[config.mk]
export PLATFORM = sky130hd
export DESIGN_NAME = keypad_bcd_encoder_flat
export DESIGN_NICKNAME = d
export VERILOG_FILES = /design/src/rtl/keypad_bcd_encoder_if.sv /design/src/rtl/keypad_bcd_encoder.sv /design/src/flat_wrapper.sv
export SDC_FILE = /design/constraint.sdc
export NUM_CORES = 1
export LEC_CHECK = 0
export ABC_AREA = 1
export CORE_MARGIN = 8
export CORE_UTILIZATION = 45
export CTS_CLUSTER_SIZE = 10
export DETAILED_ROUTE_END_ITERATION = 8
export PLACE_DENSITY = 0.62
export SLEW_MARGIN = 30
export SYNTH_ARGS = -nofsm -noshare
export SYNTH_HDL_FRONTEND = slang
export SYNTH_SLANG_ARGS = --single-unit
[constraint.sdc]
create_clock -name clk -period 1.6 [get_ports clk]
set_input_delay 0.32 -clock clk [delete_from_list [all_inputs] [get_ports clk]]
set_output_delay 0.32 -clock clk [all_outputs]
set_load 0.005 [all_outputs]
[src/rtl/keypad_bcd_encoder_if.sv]
// Keypad-to-BCD bundle: raw keys in, accepted digit, strobe and status out.
// The master side drives the keys; the encoder sits on the slave side.
interface keypad_bcd_encoder_if;
  logic [9:0] keys;
  logic [3:0] bcd_out;
  logic       digit_valid;
  logic       multi_key;
  logic       busy;

  modport master (
    output keys,
    input  bcd_out,
    input  digit_valid,
    input  multi_key,
    input  busy
  );

  modport slave (
    input  keys,
    output bcd_out,
    output digit_valid,
    output multi_key,
    output busy
  );
endinterface

[src/rtl/keypad_bcd_encoder.sv]
// Debounced 10-key decimal keypad encoder: synchronizes the raw keys, accepts one
// key after a stable window, emits its BCD code with a single-cycle strobe.
module keypad_bcd_encoder #(
  parameter int DEBOUNCE_CYCLES = 8,
  parameter int CNT_W           = 16
) (
  input  logic                 clk,
  input  logic                 rst,
  keypad_bcd_encoder_if.slave  bus
);

  localparam logic [1:0] IDLE     = 2'd0;
  localparam logic [1:0] DEBOUNCE = 2'd1;
  localparam logic [1:0] HELD     = 2'd2;
  localparam logic [1:0] RELEASE  = 2'd3;

  localparam logic [CNT_W-1:0] CNT_LAST = CNT_W'(DEBOUNCE_CYCLES - 1);

  logic [9:0]       keys_meta_reg;
  logic [9:0]       keys_s_reg;
  logic [1:0]       state_reg, state_next;
  logic [CNT_W-1:0] cnt_reg, cnt_next;
  logic [3:0]       cand_reg, cand_next;
  logic [3:0]       bcd_reg, bcd_next;
  logic             valid_reg, valid_next;
  logic             multi_reg, multi_next;

  logic [3:0] idx_terms [10];
  logic [3:0] key_idx;
  logic       key_any;
  logic       key_one;
  logic [9:0] cand_hot;

  // Each set key contributes its own digit code; only meaningful when one-hot.
  genvar gi;
  generate
    for (gi = 0; gi < 10; gi++) begin : g_idx
      assign idx_terms[gi] = keys_s_reg[gi] ? 4'(gi) : 4'd0;
    end
  endgenerate

  always_comb begin
    key_idx = 4'd0;
    for (int i = 0; i < 10; i++) begin
      key_idx = key_idx | idx_terms[i];
    end
  end

  assign key_any  = |keys_s_reg;
  assign key_one  = key_any && ((keys_s_reg & (keys_s_reg - 10'(1))) == 10'd0);
  assign cand_hot = 10'(1) << cand_reg;

  always_comb begin
    state_next = state_reg;
    cnt_next   = cnt_reg;
    cand_next  = cand_reg;
    bcd_next   = bcd_reg;
    valid_next = 1'b0;
    multi_next = 1'b0;
    case (state_reg)
      IDLE: begin
        if (key_one) begin
          cand_next  = key_idx;
          cnt_next   = '0;
          state_next = DEBOUNCE;
        end else if (key_any) begin
          multi_next = 1'b1;
        end
      end
      DEBOUNCE: begin
        // Any deviation from the lone candidate key restarts from IDLE.
        if (keys_s_reg != cand_hot) begin
          state_next = IDLE;
          cnt_next   = '0;
        end else if (cnt_reg == CNT_LAST) begin
          state_next = HELD;
          bcd_next   = cand_reg;
          valid_next = 1'b1;
        end else begin
          cnt_next = cnt_reg + CNT_W'(1);
        end
      end
      HELD: begin
        if (!key_any) begin
          cnt_next   = '0;
          state_next = RELEASE;
        end
      end
      RELEASE: begin
        if (key_any) begin
          state_next = HELD;
        end else if (cnt_reg == CNT_LAST) begin
          state_next = IDLE;
        end else begin
          cnt_next = cnt_reg + CNT_W'(1);
        end
      end
      default: state_next = IDLE;
    endcase
  end

  always_ff @(posedge clk) begin
    if (rst) begin
      keys_meta_reg <= '0;
      keys_s_reg    <= '0;
      state_reg     <= IDLE;
      cnt_reg       <= '0;
      cand_reg      <= '0;
      bcd_reg       <= '0;
      valid_reg     <= 1'b0;
      multi_reg     <= 1'b0;
    end else begin
      keys_meta_reg <= bus.keys;
      keys_s_reg    <= keys_meta_reg;
      state_reg     <= state_next;
      cnt_reg       <= cnt_next;
      cand_reg      <= cand_next;
      bcd_reg       <= bcd_next;
      valid_reg     <= valid_next;
      multi_reg     <= multi_next;
    end
  end

  assign bus.bcd_out     = bcd_reg;
  assign bus.digit_valid = valid_reg;
  assign bus.multi_key   = multi_reg;
  assign bus.busy        = (state_reg != IDLE);

endmodule

[src/flat_wrapper.sv]
// flat-port wrapper written by rule: the top's interface ports become plain ports
module keypad_bcd_encoder_flat 
#(
  parameter int DEBOUNCE_CYCLES = 8,
  parameter int CNT_W           = 16
)
  (clk, rst, bus_keys, bus_bcd_out, bus_digit_valid, bus_multi_key, bus_busy);
  keypad_bcd_encoder_if bus_i ();
  input  logic clk;
  input  logic rst;
  input wire logic [$bits(bus_i.keys)-1:0] bus_keys;
  output wire logic [$bits(bus_i.bcd_out)-1:0] bus_bcd_out;
  output wire logic [$bits(bus_i.digit_valid)-1:0] bus_digit_valid;
  output wire logic [$bits(bus_i.multi_key)-1:0] bus_multi_key;
  output wire logic [$bits(bus_i.busy)-1:0] bus_busy;
  assign bus_i.keys = bus_keys;
  assign bus_bcd_out = bus_i.bcd_out;
  assign bus_digit_valid = bus_i.digit_valid;
  assign bus_multi_key = bus_i.multi_key;
  assign bus_busy = bus_i.busy;
  keypad_bcd_encoder #(.DEBOUNCE_CYCLES(DEBOUNCE_CYCLES), .CNT_W(CNT_W)) u_core (.clk(clk), .rst(rst), .bus(bus_i));
endmodule
==> results.sh, run 1 <==
export IMPL_start_util_pct=46.5
export IMPL_numCtsBuffers=5
export IMPL_endpoint_kind="register"
export IMPL_fin_cells=605
export IMPL_drt_total_wl_um=7410
export IMPL_r2r_start="u_core.cand_reg[2]"
export IMPL_drive_gt1_share_pct=27.9
export IMPL_yosys_area_top_type="dfxtp_1"
export IMPL_grtUsageTotal_pct=16.9
export IMPL_antenna_found_initial=0
export IMPL_clk_insertion_delay_late_ns=0.31
export IMPL_drv_cap=0
export IMPL_synth_seq_cells=48
export IMPL_grt_pass1_vias=2606
export IMPL_core_area_um2=5890
export IMPL_finalCritPeriodShare_pct=113
export IMPL_fp_dieW_um=94.0
export IMPL_synthesis_instances=446
export IMPL_layout_commonest_cell="nand2_1"
export IMPL_cts_tree="built"
export IMPL_met1Wirelength_um=3720
export IMPL_synth_seq_area_share_pct=35.1
export IMPL_reg2reg_slack_ns=-0.21
export IMPL_status="finished, violations left"
export IMPL_synth_fp_nets=459
export IMPL_synth_edf_count=0
export IMPL_gp_congestion=0.941
export IMPL_ctsRootBufferMaster="clkbuf_8"
export IMPL_yosysUniqueCellTypes=31
export IMPL_hold_viol=0
export IMPL_vias=2983
export IMPL_area_delta_synth_final_pct=40.1
export IMPL_setup_tns_ns=-3.77
export IMPL_postSynthAreaPerCell_um2=6.14
export IMPL_max_freq_mhz=553
export IMPL_final_util_pct=65.1
export IMPL_largest_reg_flops=16
export IMPL_irDropWorstVdd_uv=713
export IMPL_nFillCells=510
export IMPL_wl_met3_um=513
export IMPL_setup_slack_ns=-0.207
export IMPL_wire_per_inst_um=12.2
export IMPL_numPortBuffers=18
export IMPL_clkSinkCount=48
export IMPL_synth_top_area_share_pct=35.1
export IMPL_r2r_end="u_core.cnt_reg[9]"
export IMPL_grt_max_degree=27
export IMPL_cp_arrival_ns=2.05
export IMPL_leakage_nw=1.88
export IMPL_cp_start_kind="register"
export IMPL_ant_nets=0
export IMPL_grt_pass1_wl_um=12100
export IMPL_finalSetupViolCount=25
export IMPL_post_place_cells=582
export IMPL_pin_count=19
export IMPL_finalInstanceArea_um2=3830
export IMPL_finalMaxSlewViolations=0
export IMPL_rows=28
export IMPL_avgViaCountPerCell=4.93
export IMPL_endpoint="u_core.cnt_reg[9]"
export IMPL_n_antenna_cell=0
export IMPL_grt_overflow=0
export IMPL_synthTopCellsByArea="dfxtp_1 35%, nand2_1 16%, nor2_1 12%"
export IMPL_synthesis_area_um2=2740
export IMPL_yosys_warnings=0
export IMPL_die_y_um=94.0
export IMPL_cts_max_path_buffers=2
export IMPL_htreeDepth=2
export IMPL_ys_flop_type="dfxtp_1"
export IMPL_crit_type="reg -> reg"
export IMPL_clock_skew_final_ns=0.0116
export IMPL_reg2reg_depth=14
export IMPL_dpl_cell_area_um2=3380
export IMPL_min_path_cells=2
export IMPL_place_hpwl_um=5390
export IMPL_final_cell_mix="100 x nand2_1, 72 x inv_1, 71 x nor2_1, 61 x buf_4, 37 x dfxtp_1"
export IMPL_cp_data_required_time_ns=1.85
export IMPL_rsz0062_at_grt="true"
export IMPL_async_flop_share_pct=0
export IMPL_dr_pass1_iters=5
export IMPL_critPathMaxFanout=8
export IMPL_violations="setup timing"
export IMPL_p_per_area_nw_per_um2=1210
export IMPL_timing_critical_path_from="u_core.cand_reg[2]"
export IMPL_period_minus_slack_ns=1.81
export IMPL_worst_pin_slew_ns=0.303
export IMPL_pre_cts_slack_ns=-0.286
export IMPL_wl_met2_um=3090
export IMPL_clk_pin_slew_ns=0.10
export IMPL_maxUsedRoutingLayer="met4"
export IMPL_maxSlewHeadroom_pct=79.7
export IMPL_remaining_drc_errors=0
export IMPL_drtIter0Drc=198
export IMPL_fin_nets=542
export IMPL_hp_class="reg -> reg"
export IMPL_die_area_um2=8830
==> Yosys cell counts, drive strengths merged, types with 3 or more instances <==
cell,count
nand2,127
nor2,91
inv,74
dfxtp,48
nand3,36
o21ai,17
a21oi,10
nand4,9
nor3,9
buf,5
nand3b,3
nor4,3
or2,3
==> timing repair <==
action / 4_1_cts / 5_1_grt
pin swaps: 7 / 27
hold buffers: 0 / 0
endpoints found under the setup margin: 29 / 30
buffers inserted: 7 / 9
resized for setup: 39 / 37
==> critical path, stage by stage (launching register included) <==
cell,delay [ns]
dfxtp_4,0.39
inv_4,0.04
nor2_4,0.18
nand2_1,0.10
nand2_2,0.07
nand2_1,0.07
nor2_1,0.12
nand2_1,0.08
nor2_2,0.11
nand2_2,0.11
nand2_4,0.14
nand2_4,0.08
nand2_8,0.11
nand2_2,0.06
nor2_1,0.09
==> metrics by stage <==
step | power (mW) | hold WS [ns]
global placement | 3.31 | 0.383
detailed placement | 3.33 | 0.389
global route | 4.97 | 0.420
finish | 4.65 | 0.384
CTS | 4.44 | 0.394
floorplan | 2.58 | 0.381
==> kinds of logic (layout without fill, tap and decap cells) <==
logic type	count (synthesis)	count (layout)	share of synthesized area, %
AO/OA/AOI/OAI	32	32	6.63
XOR/XNOR	2	2	0.640
adder cells (fa/ha/maj)	1	1	0.457
buffers and inverters	81	165	11.7
flip-flops	48	48	35.1
AND/OR/NAND/NOR	282	282	45.5
==> layout make-up <==
class	instances	area [um2]	area share, %
multi-input combinational	317	1650	43.0
sequential	48	987	25.8
timing repair buffer	83	708	18.5
inverter	74	280	7.31
tap	75	93.8	2.45
clock buffer	5	68.8	1.80
clock inverter	3	46.3	1.21
==> metal layers <==
metal / vias to the layer above / global-route usage [%]
met2: 121 / 24.2
met3: 12 / 3.68
met5: - / 0
met4: 0 / 4.10
met1: 1308 / 24.7
li1: 1542 / -
==> where the power goes <==
part	total (mW)	leakage (nW)	internal, mW	switching, mW
Sequential	1.42	0.399	1.32	0.104
Clock	0.928	0.0548	0.472	0.456
Combinational	2.31	1.43	1.01	1.29
Total	4.65	1.88	2.80	1.85
==> how the worst min path moves through the flow <==
stage	start	slack [ns]	to
floorplan	u_core.keys_meta_reg[3]	0.38	u_core.keys_s_reg[3]
global placement	u_core.keys_meta_reg[3]	0.38	u_core.keys_s_reg[3]
detailed placement	u_core.keys_meta_reg[3]	0.39	u_core.keys_s_reg[3]
CTS	u_core.keys_meta_reg[4]	0.39	u_core.keys_s_reg[4]
global route	u_core.keys_meta_reg[7]	0.42	u_core.keys_s_reg[7]
finish	u_core.keys_meta_reg[5]	0.38	u_core.keys_s_reg[5]
No activity file was read; power rests on OpenSTA's default activity.
==> inputs of run 2 (changes only) <==
--- a/config.mk
+++ b/config.mk
@@ -6,11 +6,12 @@
 export NUM_CORES = 1
 export LEC_CHECK = 0
 export ABC_AREA = 1
+export CORE_ASPECT_RATIO = 0.75
 export CORE_MARGIN = 8
-export CORE_UTILIZATION = 45
+export CORE_UTILIZATION = 53
 export CTS_CLUSTER_SIZE = 10
 export DETAILED_ROUTE_END_ITERATION = 8
-export PLACE_DENSITY = 0.62
+export PLACE_DENSITY = 0.72
 export SLEW_MARGIN = 30
 export SYNTH_ARGS = -nofsm -noshare
 export SYNTH_HDL_FRONTEND = slang
==> results.sh, run 2 (same netlist as run 1, synthesis figures left out) <==
export IMPL_n_antenna_cell=0
export IMPL_ctsRootBufferMaster="clkbuf_8"
export IMPL_hold_viol=0
export IMPL_hold_slack_ns=0.399
export IMPL_clk_insertion_delay_late_ns=0.31
export IMPL_final_util_pct=77.7
export IMPL_p_per_area_nw_per_um2=1310
export IMPL_grt_max_degree=21
export IMPL_die_y_um=78.2
export IMPL_vias=3017
export IMPL_die_area_um2=7740
export IMPL_drv_cap=0
export IMPL_min_delay_start="u_core.keys_meta_reg[2]"
export IMPL_reg2reg_slack_ns=-0.32
export IMPL_critPathMaxFanout=8
export IMPL_cts_max_path_buffers=2
export IMPL_path_delay_family="simple AND/OR/NAND/NOR gates"
export IMPL_critPathBufInv=2
export IMPL_grt_overflow=0
export IMPL_grt_pass1_vias=2670
export IMPL_rsz0062_at_grt="true"
export IMPL_path_cells="inv_4 -> nor2_4 -> nand2_2 -> nand2_2 -> buf_4 -> nand3_1 -> nor3_1 -> nand3b_1 -> or2_4 -> nor2_1 -> nor2_1"
export IMPL_cts_tree="built"
export IMPL_crit_type="reg -> reg"
export IMPL_violations="setup timing"
export IMPL_clkSinkCount=48
export IMPL_critPathMaxStageDelay_ns=0.40
export IMPL_use_met3_pct=5.99
export IMPL_clock_skew_final_ns=0.0113
export IMPL_grt_pass1_wl_um=12400
export IMPL_rows=22
export IMPL_drive_gt1_share_pct=28.3
export IMPL_largest_reg_flops=16
export IMPL_drtIter0Drc=222
export IMPL_pin_count=19
export IMPL_finalSetupViolCount=23
export IMPL_globalRoute_busiestLayer="met1"
export IMPL_max_freq_mhz=522
export IMPL_irDropWorstVdd_uv=690
export IMPL_dr_pass1_iters=5
export IMPL_fp_dieW_um=99.0
export IMPL_period_minus_slack_ns=1.92
export IMPL_maxSlewHeadroom_pct=79.0
export IMPL_worst_pin_slew_ns=0.313
export IMPL_min_path_cells=2
export IMPL_drt_total_wl_um=7680
export IMPL_ant_nets=0
export IMPL_finalCritPeriodShare_pct=120
export IMPL_place_hpwl_um=5550
export IMPL_leakage_nw=1.89
export IMPL_timing_critical_path_from="u_core.cand_reg[2]"
export IMPL_remaining_drc_errors=0
export IMPL_avgViaCountPerCell=5.15
export IMPL_slowest_stage="dfxtp_4"
export IMPL_antenna_found_initial=0
export IMPL_core_area_um2=4930
export IMPL_reg2reg_depth=11
export IMPL_gp_congestion=0.964
export IMPL_r2r_end="u_core.bus.bcd_out[2]"
export IMPL_met2_usage_pct=27.7
export IMPL_final_cell_mix="98 x nand2_1, 70 x inv_1, 68 x nor2_1, 53 x buf_4, 37 x dfxtp_1"
export IMPL_cp_data_required_time_ns=1.80
export IMPL_status="finished, violations left"
export IMPL_cp_arrival_ns=2.12
export IMPL_area_delta_synth_final_pct=39.8
export IMPL_pre_cts_slack_ns=-0.233
export IMPL_fin_nets=538
export IMPL_hp_class="reg -> reg"
export IMPL_numCtsBuffers=5
export IMPL_grtUsageTotal_pct=19.5
export IMPL_clk_pin_slew_ns=0.09
export IMPL_wire_per_inst_um=13.1
export IMPL_setup_slack_ns=-0.316
export IMPL_numPortBuffers=18
export IMPL_endpoint_kind="register"
export IMPL_holdPathEnd="u_core.keys_s_reg[2]"
export IMPL_met1_usage_pct=28.1
export IMPL_postCtsHoldBufs=0
export IMPL_finalMaxSlewViolations=0
export IMPL_r2r_start="u_core.cand_reg[2]"
export IMPL_layout_commonest_cell="nand2_1"
export IMPL_start_util_pct=55.5
export IMPL_htreeDepth=2
export IMPL_cp_start_kind="register"
==> run 2: how the worst max path moves through the flow <==
stage | cells after the start | endpoint | slack (ns)
5_1_grt | 11 | u_core.bus.bcd_out[2] | -0.41
6_report | 11 | u_core.bus.bcd_out[2] | -0.32
4_1_cts | 15 | u_core.cnt_reg[15] | -0.13
3_5_place_dp | 14 | u_core.cnt_reg[10] | -0.23
3_3_place_gp | 11 | u_core.bus.bcd_out[3] | -0.19
2_1_floorplan | 8 | u_core.cnt_reg[10] | 0.002
==> run 2: repair_timing <==
item	in CTS	in global routing
gates resized for setup	41	46
gates cloned	1	0
pin swaps	20	28
buffers inserted	2	5
endpoints found under the setup margin	25	28
==> run 2: routing by layer <==
layer	up-vias	wire, um
met2	130	3150
met4	0	79
met1	1343	3800
met5	-	0
met3	10	652
li1	1534	-
==> run 2: layout make-up <==
type                       count  area, um2
multi-input combinational    317       1650
inverter                      74        280
clock inverter                 3       68.8
fill                         354       1100
sequential                    48        985
clock buffer                   5       68.8
timing repair buffer          79        698
tap                           60       75.1
==> run 2: power by group <==
part	internal, mW	switching [mW]	leakage, nW
Clock	0.629	0.444	0.0687
Combinational	1.10	1.37	1.42
Sequential	1.32	0.132	0.398
==> run 2: per-stage QoR <==
stage / instances / total power [mW] / TNS (ns) / cell area [um2]
after global placement: 571 / 3.35 / -3.09 / 3390
after floorplan: 446 / 2.58 / 0 / 2750
after detailed placement: 571 / 3.38 / -3.93 / 3390
final: 586 / 4.99 / -4.06 / 3830
after global routing: 586 / 5.29 / -7.42 / 3830
after CTS: 582 / 4.74 / -2.17 / 3680
==> run 2: worst reg2reg max path: cells and delay by family (launching register included) <==
family	cells	cell delay [ns]
buffers and inverters	2	0.15
and+or+nand+nor	9	1.26
DFF	1	0.40
